## config.mk

```make
export PLATFORM = sky130hd
export DESIGN_NAME = pe_cluster_feeder_flat
export DESIGN_NICKNAME = d
export VERILOG_FILES = /design/src/rtl/pe_cluster_feeder_if.sv /design/src/rtl/pe_cluster_feeder.sv /design/src/flat_wrapper.sv
export SDC_FILE = /design/constraint.sdc
export NUM_CORES = 1
export LEC_CHECK = 0
export ABC_AREA = 1
export BUFFER_PORTS_ARGS = -buffer_cell sky130_fd_sc_hd__buf_2
export CORE_MARGIN = 3
export CORE_UTILIZATION = 44
export DETAILED_ROUTE_END_ITERATION = 8
export PLACE_DENSITY_LB_ADDON = 0.2
export SYNTH_ARGS = -nofsm -noshare
export SYNTH_HDL_FRONTEND = slang
export SYNTH_SLANG_ARGS = --single-unit
```

## constraint.sdc

```tcl
create_clock -name clk -period 2.7 [get_ports clk]
set_input_delay 0.27 -clock clk [delete_from_list [all_inputs] [get_ports clk]]
set_output_delay 0.27 -clock clk [all_outputs]
set_load 0.05 [all_outputs]
```

## src/rtl/pe_cluster_feeder_if.sv

```systemverilog
// pe_cluster_feeder_if
//   Bundles the stream and write-port signals of the PE cluster feeder.
//   Signal names keep the feeder's point of view (i_* into the feeder, o_* out of it).
//
//   upstream stream : i_s_data, i_s_valid  -> feeder,  o_s_ready      <- feeder
//   weight port     : o_weight_data, o_weight_valid, o_wr_w_row_ptr, o_wr_w_col_ptr <- feeder
//   ifmap port      : o_ifmap_data, o_ifmap_valid, o_reset_ifmap                     <- feeder
//
//   modport master : the feeder itself
//   modport slave  : the environment (upstream buffer and PE cluster side)
interface pe_cluster_feeder_if #(
  parameter int DATA_WIDTH = 16,
  parameter int PTR_W      = 5
);
  logic [DATA_WIDTH-1:0] i_s_data;
  logic                  i_s_valid;
  logic                  o_s_ready;

  logic [DATA_WIDTH-1:0] o_weight_data;
  logic                  o_weight_valid;
  logic [PTR_W-1:0]      o_wr_w_row_ptr;
  logic [PTR_W-1:0]      o_wr_w_col_ptr;

  logic [DATA_WIDTH-1:0] o_ifmap_data;
  logic                  o_ifmap_valid;
  logic                  o_reset_ifmap;

  modport master (
    input  i_s_data, i_s_valid,
    output o_s_ready,
    output o_weight_data, o_weight_valid, o_wr_w_row_ptr, o_wr_w_col_ptr,
    output o_ifmap_data, o_ifmap_valid, o_reset_ifmap
  );

  modport slave (
    output i_s_data, i_s_valid,
    input  o_s_ready,
    input  o_weight_data, o_weight_valid, o_wr_w_row_ptr, o_wr_w_col_ptr,
    input  o_ifmap_data, o_ifmap_valid, o_reset_ifmap
  );
endinterface

```

## src/rtl/pe_cluster_feeder.sv

```systemverilog
// pe_cluster_feeder
//   Per tile: optionally loads a fw x fw weight block row-major from the upstream
//   stream, pulses an ifmap reset, streams ifmap_len ifmap words, then pulses done.
//
//   clk, reset          : clock, synchronous active-high reset
//   i_start             : tile start (accepted only in IDLE)
//   i_filter_width      : filter side, latched at accepted start
//   i_ifmap_len         : ifmap words in the tile, latched at accepted start
//   i_load_weight       : 0 skips the weight phase, latched at accepted start
//   i_stall             : cluster backpressure, only gates o_s_ready
//   bus                 : stream in, weight write port, ifmap write port
//   o_busy / o_done     : not idle / one-cycle end-of-tile pulse
//   o_starve_cycles     : present only with PE_FEEDER_STARVE_CNT_EN defined;
//                         saturating count of ready-but-no-valid cycles
//
// state     | meaning
// ----------+------------------------------------------------
// IDLE      | waiting for i_start
// LOAD_W    | accepting fw*fw weight words, row-major
// RST_IF    | single cycle, issues the ifmap reset pulse
// STREAM_IF | accepting ifmap_len ifmap words
// DONE      | single cycle, issues o_done
module pe_cluster_feeder #(
  parameter int DATA_WIDTH       = 16,
  parameter int MAX_FILTER_WIDTH = 11,
  parameter int MAX_IFMAP_LEN    = 256,
  localparam int LOG_MFW = $clog2(MAX_FILTER_WIDTH),
  localparam int LOG_MIL = $clog2(MAX_IFMAP_LEN)
) (
  input  logic                     clk,
  input  logic                     reset,
  input  logic                     i_start,
  input  logic [LOG_MFW:0]         i_filter_width,
  input  logic [LOG_MIL:0]         i_ifmap_len,
  input  logic                     i_load_weight,
  input  logic                     i_stall,
  pe_cluster_feeder_if.master      bus,
  output logic                     o_busy,
`ifdef PE_FEEDER_STARVE_CNT_EN
  output logic [31:0]              o_starve_cycles,
`endif
  output logic                     o_done
);

  typedef enum logic [2:0] {
    S_IDLE,
    S_LOAD_W,
    S_RST_IF,
    S_STREAM_IF,
    S_DONE
  } state_t;

  localparam logic [LOG_MFW:0] FW_ONE  = 1;
  localparam logic [LOG_MIL:0] LEN_ONE = 1;

  state_t                state_q, state_d;
  logic [LOG_MFW:0]      fw_q, fw_d;
  logic [LOG_MIL:0]      len_q, len_d;
  logic [LOG_MFW:0]      row_q, row_d;
  logic [LOG_MFW:0]      col_q, col_d;
  logic [LOG_MIL:0]      cnt_q, cnt_d;

  logic [DATA_WIDTH-1:0] wdata_q, wdata_d;
  logic                  wvalid_q, wvalid_d;
  logic [LOG_MFW:0]      wrow_q, wrow_d;
  logic [LOG_MFW:0]      wcol_q, wcol_d;
  logic [DATA_WIDTH-1:0] idata_q, idata_d;
  logic                  ivalid_q, ivalid_d;
  logic                  rstif_q, rstif_d;
  logic                  done_q, done_d;

  logic                  ready;
  logic                  beat;
  logic [LOG_MFW:0]      fw_last;
  logic [LOG_MIL:0]      len_last;

  assign ready    = ((state_q == S_LOAD_W) || (state_q == S_STREAM_IF)) && !i_stall;
  assign beat     = bus.i_s_valid && ready;
  assign fw_last  = fw_q - FW_ONE;
  assign len_last = len_q - LEN_ONE;

  always_comb begin
    state_d  = state_q;
    fw_d     = fw_q;
    len_d    = len_q;
    row_d    = row_q;
    col_d    = col_q;
    cnt_d    = cnt_q;
    wdata_d  = wdata_q;
    wrow_d   = wrow_q;
    wcol_d   = wcol_q;
    idata_d  = idata_q;
    wvalid_d = 1'b0;
    ivalid_d = 1'b0;
    rstif_d  = 1'b0;
    done_d   = 1'b0;

    case (state_q)
      S_IDLE: begin
        if (i_start) begin
          fw_d  = i_filter_width;
          len_d = i_ifmap_len;
          row_d = '0;
          col_d = '0;
          cnt_d = '0;
          // A zero-width filter has no weights to load even if asked to.
          if (i_load_weight && (i_filter_width != '0)) state_d = S_LOAD_W;
          else                                         state_d = S_RST_IF;
        end
      end

      S_LOAD_W: begin
        if (beat) begin
          wdata_d  = bus.i_s_data;
          wvalid_d = 1'b1;
          wrow_d   = row_q;
          wcol_d   = col_q;
          if (col_q == fw_last) begin
            col_d = '0;
            if (row_q == fw_last) state_d = S_RST_IF;
            else                  row_d   = row_q + FW_ONE;
          end else begin
            col_d = col_q + FW_ONE;
          end
        end
      end

      S_RST_IF: begin
        rstif_d = 1'b1;
        if (len_q == '0) state_d = S_DONE;
        else             state_d = S_STREAM_IF;
      end

      S_STREAM_IF: begin
        if (beat) begin
          idata_d  = bus.i_s_data;
          ivalid_d = 1'b1;
          if (cnt_q == len_last) state_d = S_DONE;
          else                   cnt_d   = cnt_q + LEN_ONE;
        end
      end

      S_DONE: begin
        done_d  = 1'b1;
        state_d = S_IDLE;
      end

      default: state_d = S_IDLE;
    endcase
  end

  always_ff @(posedge clk) begin
    if (reset) begin
      state_q  <= S_IDLE;
      fw_q     <= '0;
      len_q    <= '0;
      row_q    <= '0;
      col_q    <= '0;
      cnt_q    <= '0;
      wdata_q  <= '0;
      wvalid_q <= 1'b0;
      wrow_q   <= '0;
      wcol_q   <= '0;
      idata_q  <= '0;
      ivalid_q <= 1'b0;
      rstif_q  <= 1'b0;
      done_q   <= 1'b0;
    end else begin
      state_q  <= state_d;
      fw_q     <= fw_d;
      len_q    <= len_d;
      row_q    <= row_d;
      col_q    <= col_d;
      cnt_q    <= cnt_d;
      wdata_q  <= wdata_d;
      wvalid_q <= wvalid_d;
      wrow_q   <= wrow_d;
      wcol_q   <= wcol_d;
      idata_q  <= idata_d;
      ivalid_q <= ivalid_d;
      rstif_q  <= rstif_d;
      done_q   <= done_d;
    end
  end

`ifdef PE_FEEDER_STARVE_CNT_EN
  logic [31:0] starve_q, starve_d;

  // Start is only accepted in IDLE, where ready is 0, so clear and count never collide.
  always_comb begin
    starve_d = starve_q;
    if ((state_q == S_IDLE) && i_start)
      starve_d = '0;
    else if (ready && !bus.i_s_valid && (starve_q != '1))
      starve_d = starve_q + 32'd1;
  end

  always_ff @(posedge clk) begin
    if (reset) starve_q <= '0;
    else       starve_q <= starve_d;
  end

  assign o_starve_cycles = starve_q;
`endif

  assign bus.o_s_ready      = ready;
  assign bus.o_weight_data  = wdata_q;
  assign bus.o_weight_valid = wvalid_q;
  assign bus.o_wr_w_row_ptr = wrow_q;
  assign bus.o_wr_w_col_ptr = wcol_q;
  assign bus.o_ifmap_data   = idata_q;
  assign bus.o_ifmap_valid  = ivalid_q;
  assign bus.o_reset_ifmap  = rstif_q;
  assign o_busy             = (state_q != S_IDLE);
  assign o_done             = done_q;

endmodule
```

## src/flat_wrapper.sv

```systemverilog
// flat-port wrapper written by rule: the top's interface ports become plain ports
module pe_cluster_feeder_flat 
#(
  parameter int DATA_WIDTH       = 16,
  parameter int MAX_FILTER_WIDTH = 11,
  parameter int MAX_IFMAP_LEN    = 256,
  localparam int LOG_MFW = $clog2(MAX_FILTER_WIDTH),
  localparam int LOG_MIL = $clog2(MAX_IFMAP_LEN)
)
  (clk, reset, i_start, i_filter_width, i_ifmap_len, i_load_weight, i_stall, o_busy, o_done, bus_i_s_data, bus_i_s_valid, bus_o_s_ready, bus_o_weight_data, bus_o_weight_valid, bus_o_wr_w_row_ptr, bus_o_wr_w_col_ptr, bus_o_ifmap_data, bus_o_ifmap_valid, bus_o_reset_ifmap);
  pe_cluster_feeder_if #(.DATA_WIDTH(DATA_WIDTH)) bus_i ();
  input  logic clk;
  input  logic reset;
  input  logic i_start;
  input  logic [LOG_MFW:0] i_filter_width;
  input  logic [LOG_MIL:0] i_ifmap_len;
  input  logic i_load_weight;
  input  logic i_stall;
  output logic o_busy;
  output logic o_done;
  input wire logic [$bits(bus_i.i_s_data)-1:0] bus_i_s_data;
  input wire logic [$bits(bus_i.i_s_valid)-1:0] bus_i_s_valid;
  output wire logic [$bits(bus_i.o_s_ready)-1:0] bus_o_s_ready;
  output wire logic [$bits(bus_i.o_weight_data)-1:0] bus_o_weight_data;
  output wire logic [$bits(bus_i.o_weight_valid)-1:0] bus_o_weight_valid;
  output wire logic [$bits(bus_i.o_wr_w_row_ptr)-1:0] bus_o_wr_w_row_ptr;
  output wire logic [$bits(bus_i.o_wr_w_col_ptr)-1:0] bus_o_wr_w_col_ptr;
  output wire logic [$bits(bus_i.o_ifmap_data)-1:0] bus_o_ifmap_data;
  output wire logic [$bits(bus_i.o_ifmap_valid)-1:0] bus_o_ifmap_valid;
  output wire logic [$bits(bus_i.o_reset_ifmap)-1:0] bus_o_reset_ifmap;
  assign bus_i.i_s_data = bus_i_s_data;
  assign bus_i.i_s_valid = bus_i_s_valid;
  assign bus_o_s_ready = bus_i.o_s_ready;
  assign bus_o_weight_data = bus_i.o_weight_data;
  assign bus_o_weight_valid = bus_i.o_weight_valid;
  assign bus_o_wr_w_row_ptr = bus_i.o_wr_w_row_ptr;
  assign bus_o_wr_w_col_ptr = bus_i.o_wr_w_col_ptr;
  assign bus_o_ifmap_data = bus_i.o_ifmap_data;
  assign bus_o_ifmap_valid = bus_i.o_ifmap_valid;
  assign bus_o_reset_ifmap = bus_i.o_reset_ifmap;
  pe_cluster_feeder #(.DATA_WIDTH(DATA_WIDTH), .MAX_FILTER_WIDTH(MAX_FILTER_WIDTH), .MAX_IFMAP_LEN(MAX_IFMAP_LEN)) u_core (.clk(clk), .reset(reset), .i_start(i_start), .i_filter_width(i_filter_width), .i_ifmap_len(i_ifmap_len), .i_load_weight(i_load_weight), .i_stall(i_stall), .bus(bus_i), .o_busy(o_busy), .o_done(o_done));
endmodule
```

======== Yosys cells after proc, flatten, opt, wreduce, memory -nomap -nowiden ========
Cells that the tools add are included.
word-level totals
  word-level logic and storage cells ...... 80
  output and inout port bits .............. 48
  bits of input ports ..................... 36
  register bits after elaboration ......... 82
cells by class
  equal/unequal tests ..................... 15
  bitwise gates (word level) .............. 2
  $add $sub $neg .......................... 5
  reduce and logical (&&, ||, !) cells .... 20
  multiplexer cells ....................... 24
operators with widths
  kind                   number
  $mux W5                6
  $mux W9                3
  $mux W3                7
  $pmux W5 S2            2
  $pmux W9 S2            1
  $ne A2 B2 Y1 const B   6
  $pmux W3 S4            1
  $add A5 B1 Y5 const B  2
  $eq A5 B5 Y1           2
  $add A9 B1 Y9 const B  1
  $eq A9 B9 Y1           1
  $logic_not A9 Y1       1
  $sub A9 B1 Y9 const B  1
  $eq A3 B2 Y1 const B   2
  $reduce_and A2 Y1      3
  $reduce_and A6 Y1      1
  $reduce_and A5 Y1      1
  $reduce_bool A5 Y1     1
  $sub A5 B1 Y5 const B  1
  $ne A2 B1 Y1 const B   2
  $reduce_and A4 Y1      1
  $reduce_bool A2 Y1     2
  $reduce_or A2 Y1       2
  $eq A3 B1 Y1 const B   1
  10 further kinds       15

======== Longest topological paths before layout ========
  depth in word-level cells ............... 6
  depth in mapped cells ................... 17
  gate-level depth less buffers ........... 16

======== Least setup slack after synthesis ========
Ideal clock, no wire load.
  kind .................................... register to register
  from .................................... register u_core.state_q[0]
  to ...................................... register u_core.cnt_q[5]
  library setup time ...................... 0.128 ns
  required time ........................... 2.572 ns
  stages on the path, launching flop included .. 13
  arrival ................................. 1.948 ns
  path buffers ............................ 2
  path slack .............................. 0.624 ns
  period minus slack after synthesis ...... 2.076 ns
  cell sequence ........................... dfxtp_1 > inv_2 > nor3_2 > and2_1 > buf_4 > nand2_4 > inv_4 > nand2_4 > nand2_4 > buf_6 > nand2_1 > nand2_1 > nor2_1
on the way
  longest elaborated chain between the ends .. 6
  elaborated cells on any way between the ends .. 12
  those cells by class .................... eq/ne (5); mux (1); reduce/logical (6)
RTL lines
  what                                                 RTL line                  RTL
  from (decl)                                          pe_cluster_feeder.sv:56   state_t state_q, state_d;
  from (signal assigned)                               pe_cluster_feeder.sv:169  state_q <= state_d;
  $eq A3 B1 Y1 / $eq A3 B2 Y1 (equally long branches)  pe_cluster_feeder.sv:77   assign ready = ((state_q == S_LOAD_W) || (state_q == S_STREAM_IF)) && !i_stall;
  $logic_or A1 B1 Y1 *                                 pe_cluster_feeder.sv:77
  $logic_and A1 B1 Y1 *                                pe_cluster_feeder.sv:77
  named net bus_o_s_ready                              flat_wrapper.sv:23        output wire logic [$bits(bus_i.o_s_ready)-1:0] bus_o_s_ready;
  $logic_and A1 B1 Y1 *                                pe_cluster_feeder.sv:78   assign beat = bus.i_s_valid && ready;
  $ne A2 B1 Y1 (no line) *                             --
  $reduce_and A4 Y1 (no line) *                        --
  to (signal assigned)                                 pe_cluster_feeder.sv:174  cnt_q <= cnt_d;
  to (decl)                                            pe_cluster_feeder.sv:61   logic [LOG_MIL:0] cnt_q, cnt_d;
The timed path passes the listed nets; every way through them passes the cells marked *.
A chain may end at the register's enable or synchronous reset.

======== Final worst setup path ========
  from .................................... register u_core.fw_q[0]
  to ...................................... register u_core.row_q[3]
on the way
  longest elaborated chain between the ends .. 4
  elaborated cells on any way between the ends .. 6
  those cells by class .................... add/sub (1); eq/ne (4); reduce/logical (1)
RTL lines
  what                                    RTL line                                            RTL
  from (decl)                             pe_cluster_feeder.sv:57                             logic [LOG_MFW:0] fw_q, fw_d;
  from (signal assigned)                  pe_cluster_feeder.sv:170                            fw_q <= fw_d;
  $sub A5 B1 Y5 *                         pe_cluster_feeder.sv:79                             assign fw_last = fw_q - FW_ONE;
  $eq A5 B5 Y1, on equally long branches  pe_cluster_feeder.sv:118, pe_cluster_feeder.sv:120
  $ne A2 B2 Y1 (no line)                  --
  $reduce_and A5 Y1 (no line) *           --
  to (signal assigned)                    pe_cluster_feeder.sv:172                            row_q <= row_d;
  to (decl)                               pe_cluster_feeder.sv:59                             logic [LOG_MFW:0] row_q, row_d;
Every way passes the cells marked *; elsewhere a longest branch is shown, timed or not.

==> results.toml <==
[status]
outcome = "finished, final reports clean"

[setup_path]
cp_data_required_time_ns = 3.00
path_class = "reg2reg"
timing.critical_path.slowest_stage_cell = "dfxtp_1"
path_buf_inv = 2
worst_path_dominant_cell_family = "simple AND/OR/NAND/NOR gates"
worst-path-max-fanout = 7
crit_path_max_incr_delay_ns = 0.38
crit_path_cell_trace = "inv_1 -> ha_1 -> xor2_1 -> nand2_1 -> nor2_1 -> nand4_1 -> nand2_1 -> nand3_2 -> o21ai_0 -> inv_1 -> nor2_1"
cp-end-kind = "flip-flop"
timing.critical_path.arrival_ns = 2.37
startpoint_type = "flip-flop"

[floorplanning]
core_area_um2 = 8460
ioPinCount = 84
die_w_um = 101
fp-row-count = 33
floorplan.die_area_um2 = 10100
die-height_um = 101
initial_utilization_pct = 46.7

[sta]
slew-limit-headroom_pct = 58.3
final-max-slew-violation-count = 0
finalSetupViolCount = 0
fin_setup_tns_ns = 0
worst_slew_pin_slew_ns = 0.624
rsz0062_at_grt = "false"
fmax_mhz = 483
clk_skew_ns = 0.0115
final_hold_viol_count = 0
layout_min_cycle_time_ns = 2.07
finalCritPeriodShare_pct = 76.7

[clocking]
ctsLongestPathBuffers = 2
tritoncts.num_buffers = 9
htree_num_levels = 3
cts.hold.buffers_added = 0
post-cts-setup-buffer-count = 0
cts.sink_count = 82
tritoncts_clock_tree = "done"
cts_resized = 0
worst_skew_pair.late_latency_ns = 0.35
root_buffer = "clkbuf_8"
clk_pin_slew_worst_paths_ns = 0.10

[route]
drtIter0Drc = 125
drtPass1Iterations = 6
via_count = 3749
routed_wire_length_per_instance_um = 12.9
vias_per_cell = 4.95
drcViolationCount = 0
routed_wirelength_um = 9770
final_antenna_net_count = 0

[cells_and_area]
antenna-diode-count = 0
synth_to_final_area_change_pct = 16.1
nets = 688
fillers = 828
share_of_cells_above_drive_strength_1_pct = 20.2
final_cell_utilization_of_the_core_pct = 54.2

[power_and_ir_drop]
power.ir.vdd_worst_mv = 0.459
power_mw = 3.80
power-per-cell-area_nw_per_um2 = 828
power.leakage_nw = 2.08

[synth]
synth_nets = 614
yosys-top-cells-area = "dfxtp_1, nand2_1, a21oi_1"
synth_sequential_area_ratio_pct = 41.6
number_of_flops_mapped_to_enable_cells_by_yosys = 0
synthesized_cell_area_um2 = 3950
synth.lib_cells_used.distinct = 32
yosys_most_used_dff = "dfxtp_1"
yosys-top-cells-count = "nand2_1, dfxtp_1, nor2_1"
post-synth-top-count-cell = "nand2_1"
ff_latch_count_synth = 82
post-synth-top-area-cell = "dfxtp_1"
avgSynthCellArea_um2 = 6.89
ys.warnings.count = 0
synth.top_cell.area_share_pct = 41.6
synth_cells = 573
async_reset_ff_share_pct = 0

[min_path]
min_path_type = "in2reg"

[place]
hpwl_um = 7180
io_buffers = 83
gp_congestion = 0.848

[job]
max_cap_violations = 0

[global_route]
grt_start_max_net_pins = 55
global_route.usage.total_pct = 20.1
wire_length_of_the_first_global_routing_pass_um = 16600
grt_antenna_before_repair = 0
grt_pass1_vias = 3567
grt_overflow = 0
## routing by layer
layer / wire, um / global-route usage [%] / vias to the layer above / share of wire [%]
li1: - / - / 1987 / -
met2: 4630 / 32.2 / 81 / 47
met4: 167 / 9.22 / 0 / 1.7
met3: 455 / 3.53 / 14 / 4.7
met1: 4520 / 26.3 / 1667 / 46
met5: 0 / 0 / - / 0
## layout by cell type, fill, tap and decap left out, types with 2 or more instances in the layout
master and count:
clkbuf_8 9, inv_2 5, nand3_2 3, inv_6 4
nor2_1 68, a21oi_1 66, nor3_2 2, nor3_1 3
nand4_1 6, ha_1 5, nand2_1 145, xnor2_1 2
o21ai_0 24, nand2_4 6, nand3_1 53, nand2_2 4
buf_2 83, inv_1 50, xor2_1 10, buf_4 3
nor2_2 6, dfxtp_1 82, or2_2 2
## flip-flops by register name, indices dropped and copies added (netlist names)
| name | flops |
|---|---|
| u_core.bus.o_ifmap_data | 16 |
| u_core.bus.o_weight_data | 16 |
| u_core.cnt_q | 9 |
| u_core.len_q | 9 |
| u_core.bus.o_wr_w_col_ptr | 5 |
| u_core.bus.o_wr_w_row_ptr | 5 |
| u_core.col_q | 5 |
| u_core.fw_q | 5 |
| u_core.row_q | 5 |
| u_core.state_q | 3 |
| u_core.bus.o_ifmap_valid | 1 |
| u_core.bus.o_reset_ifmap | 1 |
| u_core.bus.o_weight_valid | 1 |
| u_core.o_done | 1 |
## where the power goes
group	internal, mW	switching (mW)
Sequential	1.34	0.130
Combinational	0.463	1.02
Clock	0.352	0.493
Total	2.16	1.64
## cells by family after synthesis
group / count (synthesis) / synth area share [%]
and+or+nand+nor: 303 / 34.1
AOI/OAI and AO/OA: 92 / 11.8
DFF: 82 / 41.6
buffers and inverters: 79 / 8.30
xor gates and xnor gates: 12 / 2.66
adders and majority gates: 5 / 1.58
## final timing paths
path	start	end	slack, ns	cells past startpoint
max reg2reg	u_core.fw_q[0]	u_core.row_q[3]	0.63	11
min	bus_i_s_data[10]	u_core.bus.o_ifmap_data[10]	0.16	3
min reg2reg	u_core.bus.o_weight_data[3]	u_core.bus.o_weight_data[3]	0.46	2
max	u_core.fw_q[0]	u_core.row_q[3]	0.63	11
## worst min-delay path, delay by kind of cell
kind / cells / cell delay (ns)
buf+inv: 1 / 0.10
simple gates: 1 / 0.05
compound gates: 1 / 0.05
## area by class of cell
cell class	instances	area, um^2	share of cell area, %
Multi-Input combinational cell	412	1980	43.2
Tap cell	105	131	2.86
Sequential cell	82	1640	35.8
Timing Repair Buffer	86	438	9.55
Clock inverter	7	58.8	1.28
Inverter	56	213	4.64
Clock buffer	9	124	2.70
## stage by stage
step	setup WS (ns)	cell area (um^2)	std cells	hold WS [ns]
6_report	0.630	4590	757	0.163
3_5_place_dp	0.638	4400	741	0.449
3_3_place_gp	0.636	4400	741	0.446
5_1_grt	0.312	4590	757	0.147
2_1_floorplan	0.624	3950	573	0.413
4_1_cts	0.620	4590	757	0.148
Power figures use the tool's default switching activity.
